===== config.mk =====
export PLATFORM = sky130hd
export DESIGN_NAME = logic_op_sequencer_flat
export DESIGN_NICKNAME = d
export VERILOG_FILES = /design/src/rtl/logic_op_sequencer_if.sv /design/src/rtl/logic_op_sequencer.sv /design/src/flat_wrapper.sv
export SDC_FILE = /design/constraint.sdc
export NUM_CORES = 1
export LEC_CHECK = 0
export BUFFER_PORTS_ARGS = -buffer_cell sky130_fd_sc_hd__buf_4
export CORE_MARGIN = 5
export CORE_UTILIZATION = 31
export DETAILED_ROUTE_END_ITERATION = 6
export PLACE_DENSITY_LB_ADDON = 0.3
export SYNTH_ARGS = -nofsm -noshare
export SYNTH_HDL_FRONTEND = slang
export SYNTH_SLANG_ARGS = --single-unit

===== constraint.sdc =====
create_clock -name clk -period 1.7 [get_ports clk]
set_input_delay 0.255 -clock clk [delete_from_list [all_inputs] [get_ports clk]]
set_output_delay 0.255 -clock clk [all_outputs]
set_load 0.01 [all_outputs]

===== src/rtl/logic_op_sequencer_if.sv =====
// Command and response handshake bundle for logic_op_sequencer.
interface logic_op_sequencer_if #(
    parameter int unsigned N = 16
) ();
    // command channel
    logic          cmd_valid;
    logic          cmd_ready;
    logic [2:0]    cmd_opcode;
    logic [N-1:0]  cmd_a;
    logic [N-1:0]  cmd_b;
    logic          cmd_chain;

    // response channel
    logic          rsp_valid;
    logic          rsp_ready;
    logic [N-1:0]  rsp_data;
    logic          rsp_zero;
    logic          rsp_illegal;

    // issuer of commands, consumer of responses
    modport master (
        output cmd_valid, cmd_opcode, cmd_a, cmd_b, cmd_chain, rsp_ready,
        input  cmd_ready, rsp_valid, rsp_data, rsp_zero, rsp_illegal
    );

    // the sequencer side
    modport slave (
        input  cmd_valid, cmd_opcode, cmd_a, cmd_b, cmd_chain, rsp_ready,
        output cmd_ready, rsp_valid, rsp_data, rsp_zero, rsp_illegal
    );
endinterface


===== src/rtl/logic_op_sequencer.sv =====
// Command front-end for the combinational logic unit: registers operands,
// captures the unit's result one cycle later and returns it with flags.
module logic_op_sequencer #(
    parameter int unsigned N = 16
) (
    input  logic                   clk,
    input  logic                   rst_n,
    logic_op_sequencer_if.slave    bus,
    output logic [N-1:0]           lu_a,
    output logic [N-1:0]           lu_b,
    output logic [2:0]             lu_opcode,
    input  logic [N-1:0]           lu_out,
    output logic [7:0]             op_count
);

    localparam logic [2:0] OP_AND = 3'b000;
    localparam logic [2:0] OP_OR  = 3'b001;
    localparam logic [2:0] OP_XOR = 3'b010;
    localparam logic [2:0] OP_NOT = 3'b100;

    typedef enum logic [1:0] {
        IDLE = 2'd0,
        EXEC = 2'd1,
        RESP = 2'd2
    } state_t;

    state_t        state;
    state_t        state_nxt;
    logic          accept_c;
    logic          capture_c;
    logic          deliver_c;
    logic          illegal_c;
    logic          illegal_q;
    logic [N-1:0]  last_result;

    // opcode outside the unit's defined set
    assign illegal_c = !(bus.cmd_opcode inside {OP_AND, OP_OR, OP_XOR, OP_NOT});

    // state register
    always_ff @(posedge clk or negedge rst_n) begin
        if (!rst_n) begin
            state <= IDLE;
        end else begin
            state <= state_nxt;
        end
    end

    // next-state and handshake decode
    always_comb begin
        state_nxt = state;
        accept_c  = 1'b0;
        capture_c = 1'b0;
        deliver_c = 1'b0;
        case (state)
            IDLE: begin
                if (bus.cmd_valid) begin
                    accept_c  = 1'b1;
                    state_nxt = EXEC;
                end
            end
            EXEC: begin
                capture_c = 1'b1;
                state_nxt = RESP;
            end
            RESP: begin
                if (bus.rsp_ready) begin
                    deliver_c = 1'b1;
                    state_nxt = IDLE;
                end
            end
            default: begin
                state_nxt = IDLE;
            end
        endcase
    end

    // registered handshake outputs, tracking the state being entered
    always_ff @(posedge clk or negedge rst_n) begin
        if (!rst_n) begin
            bus.cmd_ready <= 1'b1;
            bus.rsp_valid <= 1'b0;
        end else begin
            bus.cmd_ready <= (state_nxt == IDLE);
            bus.rsp_valid <= (state_nxt == RESP);
        end
    end

    // operand issue, result capture and completion count
    always_ff @(posedge clk or negedge rst_n) begin
        if (!rst_n) begin
            lu_a            <= '0;
            lu_b            <= '0;
            lu_opcode       <= 3'b000;
            illegal_q       <= 1'b0;
            last_result     <= '0;
            bus.rsp_data    <= '0;
            bus.rsp_zero    <= 1'b0;
            bus.rsp_illegal <= 1'b0;
            op_count        <= 8'd0;
        end else begin
            if (accept_c) begin
                lu_a      <= bus.cmd_chain ? last_result : bus.cmd_a;
                lu_b      <= bus.cmd_b;
                lu_opcode <= bus.cmd_opcode;
                illegal_q <= illegal_c;
            end
            if (capture_c) begin
                bus.rsp_data    <= lu_out;
                last_result     <= lu_out;
                bus.rsp_zero    <= (lu_out == '0);
                bus.rsp_illegal <= illegal_q;
            end
            if (deliver_c) begin
                op_count <= op_count + 8'd1;
            end
        end
    end

endmodule

===== src/flat_wrapper.sv =====
// flat-port wrapper written by rule: the top's interface ports become plain ports
module logic_op_sequencer_flat 
#(
    parameter int unsigned N = 16
)
  (clk, rst_n, lu_a, lu_b, lu_opcode, lu_out, op_count, bus_cmd_valid, bus_cmd_opcode, bus_cmd_a, bus_cmd_b, bus_cmd_chain, bus_rsp_ready, bus_cmd_ready, bus_rsp_valid, bus_rsp_data, bus_rsp_zero, bus_rsp_illegal);
  logic_op_sequencer_if #(.N(N)) bus_i ();
  input  logic clk;
  input  logic rst_n;
  output logic [N-1:0] lu_a;
  output logic [N-1:0] lu_b;
  output logic [2:0] lu_opcode;
  input  logic [N-1:0] lu_out;
  output logic [7:0] op_count;
  input wire logic [$bits(bus_i.cmd_valid)-1:0] bus_cmd_valid;
  input wire logic [$bits(bus_i.cmd_opcode)-1:0] bus_cmd_opcode;
  input wire logic [$bits(bus_i.cmd_a)-1:0] bus_cmd_a;
  input wire logic [$bits(bus_i.cmd_b)-1:0] bus_cmd_b;
  input wire logic [$bits(bus_i.cmd_chain)-1:0] bus_cmd_chain;
  input wire logic [$bits(bus_i.rsp_ready)-1:0] bus_rsp_ready;
  output wire logic [$bits(bus_i.cmd_ready)-1:0] bus_cmd_ready;
  output wire logic [$bits(bus_i.rsp_valid)-1:0] bus_rsp_valid;
  output wire logic [$bits(bus_i.rsp_data)-1:0] bus_rsp_data;
  output wire logic [$bits(bus_i.rsp_zero)-1:0] bus_rsp_zero;
  output wire logic [$bits(bus_i.rsp_illegal)-1:0] bus_rsp_illegal;
  assign bus_i.cmd_valid = bus_cmd_valid;
  assign bus_i.cmd_opcode = bus_cmd_opcode;
  assign bus_i.cmd_a = bus_cmd_a;
  assign bus_i.cmd_b = bus_cmd_b;
  assign bus_i.cmd_chain = bus_cmd_chain;
  assign bus_i.rsp_ready = bus_rsp_ready;
  assign bus_cmd_ready = bus_i.cmd_ready;
  assign bus_rsp_valid = bus_i.rsp_valid;
  assign bus_rsp_data = bus_i.rsp_data;
  assign bus_rsp_zero = bus_i.rsp_zero;
  assign bus_rsp_illegal = bus_i.rsp_illegal;
  logic_op_sequencer #(.N(N)) u_core (.clk(clk), .rst_n(rst_n), .bus(bus_i), .lu_a(lu_a), .lu_b(lu_b), .lu_opcode(lu_opcode), .lu_out(lu_out), .op_count(op_count));
endmodule

==> metrics.txt <==
largest fanout on the critical path=34; grt ovf=0; Worst path top cell family by delay=flip-flops; H-tree Lvls=3; Ports=119; Avg Vias per Cell=4.51; Main synth FF type=dfrtp_1; port bufs=118; DIE HEIGHT=105 µm; Critical Path AT=1.66 ns; CTS-repair resized insts=0; initial core utilization=31.9%; 1st-pass router iterations=4; Clock Latency Late Sink=0.33 ns; DRC violations left=0; Hold WC Path Type=input port to register; status=completed; global-route wire length before repair=11700 µm; hpwl dp=5330 µm; fin nets=413; GP Congestion=0.751; Post-synth EDFFs=0; Worst VDD drop=0.000687 V; CP Class=register to register; Reg2Reg Setup Slack=0.26 ns; clock root buffer master=clkbuf_8; syn avg cell area=12.0 µm²; Setup Buffers After CTS=0; final setup fails=0; reg2reg path depth=3; Post-Syn Area=2790 µm²; die span in x=105 µm; GRT Util Overall=13.2%; antenna-violating nets left=0; fmax=0.695 GHz; commonest cells after routing, fill and taps aside=buf_4 (122), dfrtp_1 (65), nand2_1 (53); vias in the first global route=2266; final wirelength=7090 µm; core area=8760 µm²; Critical Path Max Stage Delay=0.45 ns; DIE AREA=11000 µm²; crit-path cells=nor3b_4, buf_12, mux2_2; Seq/Total Area, Yosys=59.2%; Reg clk slew, reported paths=0.07 ns; WHS=0.121 ns; Crit path depth=3; CTS tree=done; Num CTS Buffers=9; Routed WL per cell=15.1 µm; final period utilization=84.6%; Synth Register Bits=66; Power per Cell Area=1840 nW/µm²; dpl ws=0.255 ns; total number of vias=2113; slowest CP cell=dfrtp_1; syn_nets=289; Unique masters post-synth=30; clk sinks=66; Tightest Pin Transition=0.441 ns; largest net degree at the start of global routing=37; Detailed Route Iter0 Violations=46; most common cell after layout, fill and taps aside=buf_4; initial antenna violation count=0; Final WS setup=0.261 ns; # hold bufs at CTS=1; Ys Warns=0; Relative slew margins=70.3%; min Tclk post-route=1.44 ns; Max-Cap Viols=0; worst path required time=1.92 ns; max-slew violations=0; n_diodes=0; Final Skew=0.00626 ns; clock buffer depth=2; Lkg Pwr=2.03 nW; ys async rst share=100%; Final Hold Fails=0; Critical Path Sink Type=register; crit start category=register; RSZ-0062 raised after global routing=no; site row count=34; Post-Route Setup TNS=0 ns; share of cells above drive strength 1=45.4%; P&R area growth vs syn=44.4%; Mapped Cells=232; Hold Path Depth=3; buffers and inverters on the worst path=1
-- layer usage --
layer	share of wire, %	vias up	GRT usage (%)
met5	0	-	0
met4	1.6	0	5.48
met3	6.1	8	3.82
met2	49	64	20.6
met1	44	1015	17.1
li1	-	1026	-
-- sequential cells by signal (all words and copies together) (netlist names), 2 cells and up --
signal	count
u_core.last_result	16
u_core.lu_a	16
u_core.lu_b	16
u_core.lu_opcode	3
u_core.op_count	8
u_core.state	2
-- metrics by stage --
| stage | instance area [µm²] | total power [mW] | cells | util (%) |
|---|---|---|---|---|
| floorplan | 2790 | 4.39 | 232 | - |
| global placement | 3770 | 5.82 | 452 | 43.0 |
| detailed placement | 3770 | 5.90 | 452 | 43.0 |
| CTS | 4030 | 7.57 | 469 | 46.0 |
| global route | 4030 | 7.94 | 469 | 46.0 |
| finish | 4030 | 7.43 | 469 | 46.0 |
-- Yosys cell counts, types with 2 or more instances --
| cell | number | share of area (%) |
|---|---|---|
| a21oi_1 | 16 | 2.9 |
| nand2_1 | 53 | 7.1 |
| nor2_1 | 18 | 2.4 |
| nor3_1 | 2 | 0.36 |
| xor2_1 | 4 | 1.3 |
| mux2_2 | 6 | 2.4 |
| o21ai_0 | 2 | 0.36 |
| mux2i_1 | 16 | 5.7 |
| xnor2_1 | 3 | 0.94 |
| buf_12 | 2 | 1.4 |
| nand4_1 | 2 | 0.45 |
| mux2_4 | 15 | 8.1 |
| nor4_1 | 4 | 0.90 |
| buf_6 | 4 | 1.6 |
| nand3_1 | 3 | 0.54 |
| buf_2 | 4 | 0.72 |
| dfrtp_1 | 65 | 58 |
-- worst reg2reg max path, cell delays in order, from the launching register on --
cell	delay, ns
dfrtp_1	0.45
nor3b_4	0.27
buf_12	0.25
mux2_2	0.36
-- power by group --
part | internal (mW) | total [mW] | switching, mW | leakage [nW]
clock | 1.02 | 1.63 | 0.611 | 0.119
combinational | 1.66 | 2.98 | 1.32 | 1.13
sequential | 2.31 | 2.82 | 0.517 | 0.788
total | 4.98 | 7.43 | 2.45 | 2.03
-- path summary, 6_finish.rpt --
kind                                         startpoint                                 end
min in group asynchronous                         rst_n      u_core.op_count[1]$_DFFE_PN0P_
hold reg to reg            u_core.illegal_q$_DFFE_PN0P_  u_core.bus.rsp_illegal$_DFFE_PN0N_
max in group asynchronous                         rst_n          u_core.lu_b[1]$_DFFE_PN0P_
setup / recovery              u_core.state[0]$_DFF_PN0_        u_core.illegal_q$_DFFE_PN0P_
hold / removal                                lu_out[8]   u_core.last_result[8]$_DFFE_PN0N_
setup reg to reg              u_core.state[0]$_DFF_PN0_        u_core.illegal_q$_DFFE_PN0P_
-- logic make-up (layout without fill, tap and decap cells) --
logic type	after synthesis	count (layout)	synth area share, %
AOI/OAI and AO/OA	19	19	3.41
xor gates and xnor gates	7	7	2.20
adders and majority gates	2	2	0.807
buffers and inverters	12	141	4.30
DFF	66	66	59.2
muxes	37	37	16.2
and+or+nand+nor	89	89	13.9
-- layout make-up --
type	count	area, µm²
tap	108	135
timing repair buffer	125	966
fill	832	4730
multi-input combinational	154	1020
clock inverter	6	114
sequential	66	1650
clock buffer	10	138
No activity file was read; power rests on OpenSTA's default activity.
